<file path="src/rtl/dvs_ravens_pkg.sv">
// Shared DVS->Ravens definitions: queue geometry, event width, state encoding.
// Consumed by event_queue_ctrl and its pointer sub-module.
package dvs_ravens_pkg;

    localparam int EVENT_QUEUE_DEPTH        = 2048;
    localparam int EVENT_BITS               = 32;
    localparam int EVENT_QUEUE_OVF_CNT_BITS = 16;

    typedef enum logic [1:0] {
        IDLE,
        FETCH,
        HOLD
    } eq_state_t;

endpackage

</file>
<file path="src/rtl/event_queue_ptr.sv">
// Wrapping SRAM pointer for the event queue; wraps DEPTH-1 -> 0 by compare,
// so DEPTH need not be a power of two.
module event_queue_ptr #(
    parameter int DEPTH = 4,
    localparam int AW   = (DEPTH > 1) ? $clog2(DEPTH) : 1
) (
    input  logic          clk,
    input  logic          rst,
    input  logic          adv_i,
    output logic [AW-1:0] ptr_o
);

    logic [AW-1:0] ptr_q;
    logic [AW-1:0] ptr_d;

    always_comb begin
        ptr_d = ptr_q;
        if (adv_i) begin
            ptr_d = (ptr_q == AW'(DEPTH - 1)) ? '0 : ptr_q + AW'(1);
        end
    end

    always_ff @(posedge clk or posedge rst) begin
        if (rst) ptr_q <= '0;
        else     ptr_q <= ptr_d;
    end

    assign ptr_o = ptr_q;

endmodule

</file>
<file path="src/rtl/event_queue_ctrl.sv">
// Event-queue SRAM controller: FIFO over a single-port SRAM, write-priority.
// Define EVENT_QUEUE_OVERFLOW_CNT_EN to build the saturating drop counter.
module event_queue_ctrl
    import dvs_ravens_pkg::*;
#(
    parameter int DEPTH        = EVENT_QUEUE_DEPTH,
    parameter int WIDTH        = EVENT_BITS,
    parameter int OVF_CNT_BITS = EVENT_QUEUE_OVF_CNT_BITS,
    localparam int AW          = $clog2(DEPTH),
    localparam int LW          = $clog2(DEPTH + 1)
) (
    input  logic                    clk,
    input  logic                    rst,
    input  logic                    in_valid,
    input  logic [WIDTH-1:0]        in_event,
    output logic                    out_valid,
    output logic [WIDTH-1:0]        out_event,
    input  logic                    out_ready,
    output logic                    full,
    output logic                    empty,
    output logic [LW-1:0]           level,
    output logic [OVF_CNT_BITS-1:0] drop_count,
    output logic [AW-1:0]           sram_addr,
    output logic [WIDTH-1:0]        sram_din,
    output logic                    sram_wr_en,
    output logic                    sram_sense_en,
    input  logic [WIDTH-1:0]        sram_dout
);

    eq_state_t        state_q, state_d;
    logic [LW-1:0]    level_q, level_d;
    logic [WIDTH-1:0] event_q, event_d;
    logic [AW-1:0]    wr_ptr, rd_ptr;
    logic             wr_go, rd_go;

    assign full  = (level_q == LW'(DEPTH));
    assign empty = (level_q == '0) && (state_q == IDLE);
    assign wr_go = in_valid && !full;
    assign rd_go = !wr_go && (level_q != '0) &&
                   ((state_q == IDLE) || ((state_q == HOLD) && out_ready));

    assign sram_wr_en    = wr_go;
    assign sram_sense_en = rd_go;
    assign sram_addr     = wr_go ? wr_ptr : rd_ptr;
    assign sram_din      = in_event;
    assign level         = level_q;
    assign out_valid     = (state_q == HOLD);
    assign out_event     = event_q;

    event_queue_ptr #(.DEPTH(DEPTH)) u_wr_ptr (
        .clk   (clk),
        .rst   (rst),
        .adv_i (wr_go),
        .ptr_o (wr_ptr)
    );

    event_queue_ptr #(.DEPTH(DEPTH)) u_rd_ptr (
        .clk   (clk),
        .rst   (rst),
        .adv_i (rd_go),
        .ptr_o (rd_ptr)
    );

    // wr_go and rd_go are mutually exclusive, so level moves by at most one
    always_comb begin
        level_d = level_q;
        state_d = state_q;
        event_d = event_q;
        if (wr_go) level_d = level_q + LW'(1);
        if (rd_go) level_d = level_q - LW'(1);
        unique case (state_q)
            IDLE:  if (rd_go) state_d = FETCH;
            FETCH: begin
                event_d = sram_dout;
                state_d = HOLD;
            end
            HOLD:  if (out_ready) state_d = rd_go ? FETCH : IDLE;
            default: state_d = IDLE;
        endcase
    end

    always_ff @(posedge clk or posedge rst) begin
        if (rst) begin
            state_q <= IDLE;
            level_q <= '0;
            event_q <= '0;
        end else begin
            state_q <= state_d;
            level_q <= level_d;
            event_q <= event_d;
        end
    end

`ifdef EVENT_QUEUE_OVERFLOW_CNT_EN
    logic [OVF_CNT_BITS-1:0] drop_q, drop_d;

    always_comb begin
        drop_d = drop_q;
        if (in_valid && full && (drop_q != '1)) drop_d = drop_q + OVF_CNT_BITS'(1);
    end

    always_ff @(posedge clk or posedge rst) begin
        if (rst) drop_q <= '0;
        else     drop_q <= drop_d;
    end

    assign drop_count = drop_q;
`else
    assign drop_count = '0;
`endif

endmodule

</file>
<file path="config.mk">
export PLATFORM = sky130hd
export DESIGN_NAME = event_queue_ctrl
export DESIGN_NICKNAME = d
export VERILOG_FILES = /design/src/rtl/dvs_ravens_pkg.sv /design/src/rtl/event_queue_ptr.sv /design/src/rtl/event_queue_ctrl.sv
export SDC_FILE = /design/constraint.sdc
export NUM_CORES = 1
export LEC_CHECK = 0
export ABC_AREA = 0
export CAP_MARGIN = 20
export CORE_UTILIZATION = 43
export CTS_BUF_LIST = sky130_fd_sc_hd__clkbuf_8 sky130_fd_sc_hd__clkbuf_16
export CTS_CLUSTER_DIAMETER = 80
export DETAILED_ROUTE_END_ITERATION = 6
export GPL_TIMING_DRIVEN = 0
export MAX_ROUTING_LAYER = met4
export PLACE_DENSITY = 0.85
export SYNTH_ARGS = -nofsm -noshare
export SYNTH_HDL_FRONTEND = slang
export SYNTH_HIERARCHICAL = 1
export SYNTH_SLANG_ARGS = --single-unit
</file>
<file path="constraint.sdc">
create_clock -name clk -period 3.7 [get_ports clk]
set_clock_uncertainty 0.15 [all_clocks]
set_input_delay 0.925 -clock clk [delete_from_list [all_inputs] [get_ports clk]]
set_output_delay 0.925 -clock clk [all_outputs]
set_load 0.03 [all_outputs]
</file>
==> impl_table.tex, run 1 <==
\begin{tabular}{lr}
\hline
Metric & Value \\
\hline
\multicolumn{2}{l}{\textbf{STA}} \\
\quad Max-slew violation count & 0 \\
\quad WHS & 358 ps \\
\quad Shortest clock period the worst path allows after layout & 3670 ps \\
\quad Share of the clock period used by the worst path after layout & 99.1\% \\
\quad Final-layout setup total negative slack & 0 ps \\
\quad Maximum frequency from static timing analysis & 273 MHz \\
\quad Worst Tran Pin Value & 535 ps \\
\quad Final hold violations & 0 \\
\quad Relative slew margins & 64.0\% \\
\quad Unrepaired setup endpoints after global routing & true \\
\quad Final-report setup violation count & 0 \\
\multicolumn{2}{l}{\textbf{Clock tree}} \\
\quad Number of buffers created by CTS & 9 \\
\quad Clock transition time at the flip-flop clock pins of the worst setup and hold paths & 70 ps \\
\quad Insertion delay of the later-clocked pin in the worst-skew pair & 340 ps \\
\quad Clock tree sinks & 68 \\
\quad Root buf cell & clkbuf\_8 \\
\quad Clock Tree Buf Depth & 2 \\
\quad TritonCTS clock tree & done \\
\quad Cts hold-fix bufs & 0 \\
\quad H-tree depth & 3 \\
\multicolumn{2}{l}{\textbf{Status}} \\
\quad Status & finished with violations \\
\quad Failing checks & design-rule violations \\
\multicolumn{2}{l}{\textbf{Worst hold path}} \\
\quad Startpoint of the most critical hold path & out\_event[5] \\
\quad End point of the most critical hold path & out\_event[5] \\
\quad Cell depth of the worst min-delay path & 1 \\
\quad Type of the worst min-delay path & reg2reg \\
\multicolumn{2}{l}{\textbf{Synth}} \\
\quad Post-synthesis register bit count & 68 \\
\quad Gate count of the mapped netlist & 376 \\
\quad Main area contributors after synthesis & dfrtp\_1 (43\%), mux2\_2 (12\%), buf\_4 (9.1\%), ha\_1 (3.8\%), nand2\_1 (2.7\%) \\
\quad Post-Syn Area per Cell & 10.5 µm² \\
\quad Async set-reset flop share out of synthesis & 100\% \\
\quad Synthesis warning total & 6 \\
\quad Number of synthesized flops with an enable pin & 0 \\
\quad Leading register cell type out of synthesis & dfrtp\_1 \\
\quad Sequential fraction of the synthesis area & 43.0\% \\
\quad Distinct cells, synth & 51 \\
\quad Commonest cells in the netlist & dfrtp\_1 (68), buf\_4 (48), mux2\_2 (42) \\
\quad Synth area leader & dfrtp\_1 \\
\quad Most numerous cell in the Yosys netlist & dfrtp\_1 \\
\quad Share of the synthesized area in the top cell type & 43.0\% \\
\quad Post-synthesis cell area & 3960 µm² \\
\multicolumn{2}{l}{\textbf{Critical path}} \\
\quad Critical R2R Launch & level[10] \\
\quad Terminus of the critical flop-to-flop path & level[8] \\
\quad Crit path depth & 4 \\
\quad CP max FO & 5 \\
\quad Cells traversed along the worst timing path & nor3\_2 > nand3\_1 > nor4\_1 > clkdlybuf4s50\_1 \\
\quad Kind of cell with the highest combined delay on the critical path & simple AND/OR/NAND/NOR gates \\
\quad Critical path required time & 2620 ps \\
\quad Critical path startpoint category & flop \\
\quad WS Path Type & reg2out \\
\quad CP peak stage delay & 760 ps \\
\quad Cell type of the slowest stage on the worst timing path & clkdlybuf4s50\_1 \\
\quad Reg2Reg Setup Slack & 220 ps \\
\quad Count of buffering cells on the critical path with inverters included & 1 \\
\quad FF-to-FF path depth & 11 \\
\quad Arrival time worst endpoint & 2590 ps \\
\quad Sort of element at the end of the critical path & primary output \\
\multicolumn{2}{l}{\textbf{GRT}} \\
\quad Vias in the first global route & 3,330 \\
\quad Total grt overflow & 0 \\
\quad Pin count of the biggest net entering global routing & 41 \\
\quad Overall track demand over capacity in global routing & 20.7\% \\
\quad Global-route wire length before repair & 15.4 mm \\
\quad Antenna violations before repair & 0 \\
\multicolumn{2}{l}{\textbf{Final layout}} \\
\quad Final nets & 617 \\
\quad Fill count & 699 \\
\quad Antenna diode count & 0 \\
\quad Final design area excluding fillers & 5680 µm² \\
\quad Area Overhead vs Synth & 43.5\% \\
\quad Share of cells above drive strength 1 & 25.1\% \\
\quad Final Core Density & 64.5\% \\
\multicolumn{2}{l}{\textbf{Floorplanning}} \\
\quad Total die area & 9590 µm² \\
\quad Starting utilization of the core area & 44.9\% \\
\quad DIE WIDTH & 97.9 µm \\
\quad Area of the core & 8810 µm² \\
\quad Total I/O pin count & 176 \\
\quad Placement row count & 34 \\
\quad Die Y-Extent & 97.9 µm \\
\multicolumn{2}{l}{\textbf{Route}} \\
\quad Remaining DRCs & 20 \\
\quad Via density per instance & 5.20 \\
\quad Detailed-route via count & 3,373 \\
\quad Detailed Route Iter0 Violations & 194 \\
\quad First-pass iteration count of the detailed router & 7 \\
\quad Routed wire length & 9.67 mm \\
\quad Antenna viol nets, final & 0 \\
\quad Average routed wire per standard cell & 14.9 µm \\
\multicolumn{2}{l}{\textbf{Power and ir drop}} \\
\quad Static leakage power & 2.51 nW \\
\quad Power density of the placed cells & 721 nW/µm² \\
\quad Power consumption & 4.10 mW \\
\quad Maximum resistive drop on vdd & 0.274 mV \\
\multicolumn{2}{l}{\textbf{Job}} \\
\quad Maximum capacitance violations & 0 \\
\multicolumn{2}{l}{\textbf{Placed design}} \\
\quad Placed Area & 5450 µm² \\
\quad Half-perimeter wire length after detailed placement & 7.36 mm \\
\quad Placer Congestion & 0.851 \\
\quad Port Buffers & 127 \\
\hline
\end{tabular}
[routing by layer]
layer	global-route usage, %	wire [µm]	vias up
li1	-	-	1605
met1	22.9	3850	1588
met2	36.6	4960	165
met3	4.58	725	15
met4	7.11	129	0
met5	-	0	-
[power breakdown]
part	total (mW)	internal (mW)	switching [mW]
clock	0.550	0.260	0.290
sequential	1.33	1.03	0.301
combinational	2.22	1.00	1.22
[worst max-delay path by stage]
stage / startpoint / endpoint / slack (ps)
finish: level[10] / empty / 30
CTS: in_valid / level[8] / -30
global placement: in_valid / sram_addr[2] / -740
global route: in_valid / level[8] / -30
detailed placement: in_valid / sram_addr[3] / -750
floorplan: out_ready / level[8] / 190
[layout by cell type (no fill, tap or decap), drive strengths merged, types with 2 or more instances in the layout]
cell | synthesis | routed
o22ai | 2 | 2
inv | 12 | 14
o21ai | 20 | 20
or3 | 4 | 4
o31a | 3 | 3
clkdlybuf4s50 | 0 | 114
buf | 50 | 63
o21a | 4 | 4
a22oi | 2 | 2
mux2 | 43 | 43
a211o | 2 | 2
clkbuf | 10 | 22
or4 | 2 | 2
a21oi | 9 | 9
a21o | 7 | 7
nor2b | 4 | 4
conb | 1 | 16
nor4 | 9 | 9
nor3 | 5 | 5
xor2 | 10 | 10
nor2 | 13 | 13
dfrtp | 68 | 68
nand3 | 10 | 10
a211oi | 3 | 3
nand2b | 8 | 8
nand2 | 28 | 28
clkinvlp | 0 | 3
nand4 | 9 | 9
xnor2 | 6 | 6
clkdlybuf4s15 | 0 | 3
ha | 12 | 12
o41ai | 2 | 2
nand4b | 3 | 3
[state kept, by name, summed over array words and instances (netlist names)]
signal and cells:
level 12, out_event 32, u_rd_ptr/ptr_o 11, u_wr_ptr/ptr_o 11, state_q 2
[repair_timing]
item                       in CTS  in global routing
pin swaps                       1                  2
gates resized for setup        33                 21
setup endpoints to repair      15                 12
buffers inserted                2                  4
[layout make-up]
cell class                 count  area, µm²  area share, %
multi-input combinational    251       1900           33.4
sequential                    68       1700           30.0
buffer                        60        419           7.38
clock buffer                  10        138           2.42
inverter                      12       45.0          0.793
clock inverter                 6       40.0          0.705
timing repair buffer         134       1310           23.0
tap                          108        135           2.38
[cells by family after synthesis]
group / share of synthesized area [%]
multiplexers: 12.5
adder cells (fa/ha/maj): 4.30
flip-flops: 43.0
other: 0.0948
AND/OR/NAND/NOR: 14.6
buffers and inverters: 11.4
AO/OA/AOI/OAI: 10.5
XOR/XNOR: 3.54
[stage by stage]
| step | setup slack [ps] | instances |
|---|---|---|
| 6_report | 32.0 | 649 |
| 3_5_place_dp | -749 | 627 |
| 3_3_place_gp | -744 | 626 |
| 2_1_floorplan | 194 | 391 |
| 4_1_cts | -32.3 | 645 |
| 5_1_grt | -30.6 | 649 |
Note: power is estimated with default switching activity, not from simulation.
==> run 2, diff against run 1 <==
- CELL_PAD_IN_SITES_DETAIL_PLACEMENT: unset -> 0
- CELL_PAD_IN_SITES_GLOBAL_PLACEMENT: unset -> 1
- CORE_UTILIZATION: 43 -> 31
- PLACE_DENSITY: 0.85 -> 0.83
==> run 2 against run 1 <==
  * The flow now finishes without violations
  * Wire length rose by 1.7%
  * Global-route usage fell by 5.0 points
  * Sequential cell count did not move
  * Register-to-register slack barely moved
  * Combinational power barely moved
  * Final cell count rose by 8.9%
  * Critical endpoint is now sram_addr[10]
  * Largest cell class unchanged
  * Largest power group unchanged
  * Highest routed layer unchanged
==> impl_table.tex, run 2 (synthesis gave the netlist of run 1 again) <==
\begin{tabular}{lr}
\hline
Metric & Value \\
\hline
\multicolumn{2}{l}{\textbf{Placed design}} \\
\quad Placer Congestion & 0.803 (-5.6\%) \\
\quad Placed Area & 5530 µm² (+1.4\%) \\
\quad Half-perimeter wire length after detailed placement & 7.39 mm (+0.41\%) \\
\quad Port Buffers & 127 (unchanged) \\
\multicolumn{2}{l}{\textbf{Route}} \\
\quad Detailed Route Iter0 Violations & 122 (-37\%) \\
\quad First-pass iteration count of the detailed router & 4 (-3) \\
\quad Detailed-route via count & 3,289 (-2.5\%) \\
\quad Average routed wire per standard cell & 13.9 µm (-6.6\%) \\
\quad Via density per instance & 4.65 (-10\%) \\
\quad Routed wire length & 9.83 mm (+1.7\%) \\
\quad Antenna viol nets, final & 0 (unchanged) \\
\quad Remaining DRCs & 0 (-100\%) \\
\multicolumn{2}{l}{\textbf{STA}} \\
\quad Final hold violations & 0 (unchanged) \\
\quad Relative slew margins & 61.1\% (-2.9 points) \\
\quad Max-slew violation count & 0 (unchanged) \\
\quad Shortest clock period the worst path allows after layout & 3640 ps (-31.4 ps) \\
\quad Final-report setup violation count & 0 (unchanged) \\
\quad Maximum frequency from static timing analysis & 275 MHz (+0.86\%) \\
\quad Worst Tran Pin Value & 582 ps (+46.4 ps) \\
\quad Share of the clock period used by the worst path after layout & 98.3\% (-0.85 points) \\
\multicolumn{2}{l}{\textbf{Power and ir drop}} \\
\quad Clock share of power & 20.9\% (+7.5 points) \\
\quad Sequential group share of total power & 29.6\% (-2.8 points) \\
\quad Power density of the placed cells & 757 nW/µm² (+4.9\%) \\
\quad Maximum resistive drop on vdd & 0.282 mV (+2.7\%) \\
\quad Net Sw Power & 1.83 mW (+0.88\%) \\
\quad Static leakage power & 2.59 nW (+3.2\%) \\
\quad Power consumption & 4.48 mW (+9.3\%) \\
\quad Internal & 2.65 mW (+16\%) \\
\quad Switching portion of total power & 40.8\% (-3.4 points) \\
\quad Comb power frac & 49.5\% (-4.7 points) \\
\multicolumn{2}{l}{\textbf{Final layout}} \\
\quad Number of flip-flops in the largest register & 32 (unchanged) \\
\quad Share of cells above drive strength 1 & 23.6\% (-1.6 points) \\
\quad Final nets & 616 (-0.16\%) \\
\quad Area taken by multi-input logic gates & 1890 µm² (about the same) \\
\quad Most common library cell in the layout ignoring fill and taps & clkdlybuf4s50\_1 \\
\quad Area Overhead vs Synth & 49.6\% \\
\quad Fill count & 1,174 (+68\%) \\
\quad Antenna diode count & 0 (unchanged) \\
\quad Sequential cell area in the final layout & 1700 µm² (unchanged) \\
\quad Final design area excluding fillers & 5920 µm² (+4.2\%) \\
\quad Top library cells by usage in the layout, fill and taps aside & clkdlybuf4s50\_1 (116), dfrtp\_1 (68), buf\_4 (52), mux2\_2 (42), nand2\_1 (28) \\
\multicolumn{2}{l}{\textbf{GRT}} \\
\quad Total grt overflow & 0 (unchanged) \\
\quad Antenna violations before repair & 0 (unchanged) \\
\quad Global-route wire length before repair & 15.6 mm (+0.99\%) \\
\quad Vias in the first global route & 3,207 (-3.7\%) \\
\quad Pin count of the biggest net entering global routing & 36 (-12\%) \\
\quad Overall track demand over capacity in global routing & 15.6\% (-5.0 points) \\
\multicolumn{2}{l}{\textbf{Floorplanning}} \\
\quad Placement row count & 40 (+18\%) \\
\quad DIE WIDTH & 115 µm (+17\%) \\
\quad Area of the core & 12,200 µm² (+39\%) \\
\quad Total die area & 13,200 µm² (+38\%) \\
\quad Starting utilization of the core area & 32.4\% (-13 points) \\
\quad Die Y-Extent & 115 µm (+17\%) \\
\quad Total I/O pin count & 176 (unchanged) \\
\multicolumn{2}{l}{\textbf{Clock tree}} \\
\quad Clock Tree Buf Depth & 2 (unchanged) \\
\quad TritonCTS clock tree & done \\
\quad Insertion delay of the later-clocked pin in the worst-skew pair & 330 ps (about the same) \\
\quad Clock transition time at the flip-flop clock pins of the worst setup and hold paths & 50 ps (-20 ps) \\
\quad H-tree depth & 3 (unchanged) \\
\quad Root buf cell & clkbuf\_16 \\
\quad Number of buffers created by CTS & 9 (unchanged) \\
\quad Clock tree sinks & 68 (unchanged) \\
\multicolumn{2}{l}{\textbf{Status}} \\
\quad Status & finished, final reports clean \\
\multicolumn{2}{l}{\textbf{Critical path}} \\
\quad WS Path Type & in2out \\
\quad CP max FO & 5 (unchanged) \\
\quad Sort of element at the end of the critical path & primary output \\
\quad Critical path startpoint category & input pin \\
\quad Critical path required time & 2620 ps (about the same) \\
\quad Arrival time worst endpoint & 2560 ps (-30 ps) \\
\multicolumn{2}{l}{\textbf{Worst hold path}} \\
\quad Type of the worst min-delay path & reg2reg \\
\multicolumn{2}{l}{\textbf{Job}} \\
\quad Maximum capacitance violations & 0 (unchanged) \\
\hline
\end{tabular}
[run 2: cell types whose count changed in the layout (fill, tap and decap cells not counted), moves of 3 or more]
cell and delta:
dlygate4sd2_1 +9, clkbuf_2 -3, buf_2 -4, clkdlybuf4s15_2 -3
clkbuf_16 +9, clkbuf_8 -6
[run 2: path summary, 6_finish.rpt]
kind	from	endpoint	slack, ps	depth (start not counted)
worst max-delay path	in_valid	sram_addr[10]	60	5
worst min-delay path	out_event[6]	out_event[6]	350	1
worst max register to register	level[6]	level[8]	230	11
worst min register to register	out_event[6]	out_event[6]	350	1
max in group asynchronous	rst	out_event[24]	2120	3
min in group asynchronous	rst	level[10]	780	2
[run 2: per-stage QoR]
step / setup TNS (ps) / utilization (%) / worst slack (ps) / hold slack, ps / cells
after floorplan: 0 / - / 194 / 329 / 391
after global placement: -11010 / 45.1 / -888 / 335 / 686
after detailed placement: -12170 / 45.2 / -935 / 342 / 687
after CTS: 0 / 48.4 / 47.5 / 354 / 708
after global routing: -4.92 / 48.5 / -4.92 / 360 / 707
final: 0 / 48.5 / 63.4 / 349 / 707
[run 2: cell type report]
cell class	instances	share of cell area (%)
Tap cell	168	3.55
Inverter	12	0.761
Clock inverter	4	1.23
Buffer	59	7.00
Multi-Input combinational cell	251	32.0
Timing Repair Buffer	134	22.4
Sequential cell	68	28.7
Clock buffer	11	4.27
[run 2: repair_timing]
item,4_1_cts,5_1_grt
buffers inserted,5,0
pin swaps,1,0
gates cloned,1,0
hold buffers,0,0
setup endpoints to repair,15,2
gates resized for setup,22,3
[run 2: routing by layer]
layer	global-route usage (%)	share of wire (%)
met5	-	0
met1	18.2	43
met2	25.8	47
met3	4.48	8.3
met4	5.45	1.4
[run 2: critical path, cell delays in order]
cell and delay (ps):
dlygate4sd2_1 260, inv_2 80, a41oi_4 310, mux2_2 390, clkdlybuf4s50_1 590
[run 2: power by group through the flow]
stage	combinational, mW	clock [mW]	sequential (mW)
after floorplan	1.00	0	1.72
after global placement	2.16	0	1.32
after detailed placement	2.20	0	1.34
after CTS	2.22	0.964	1.33
after global routing	2.39	0.998	1.37
final	2.22	0.934	1.33
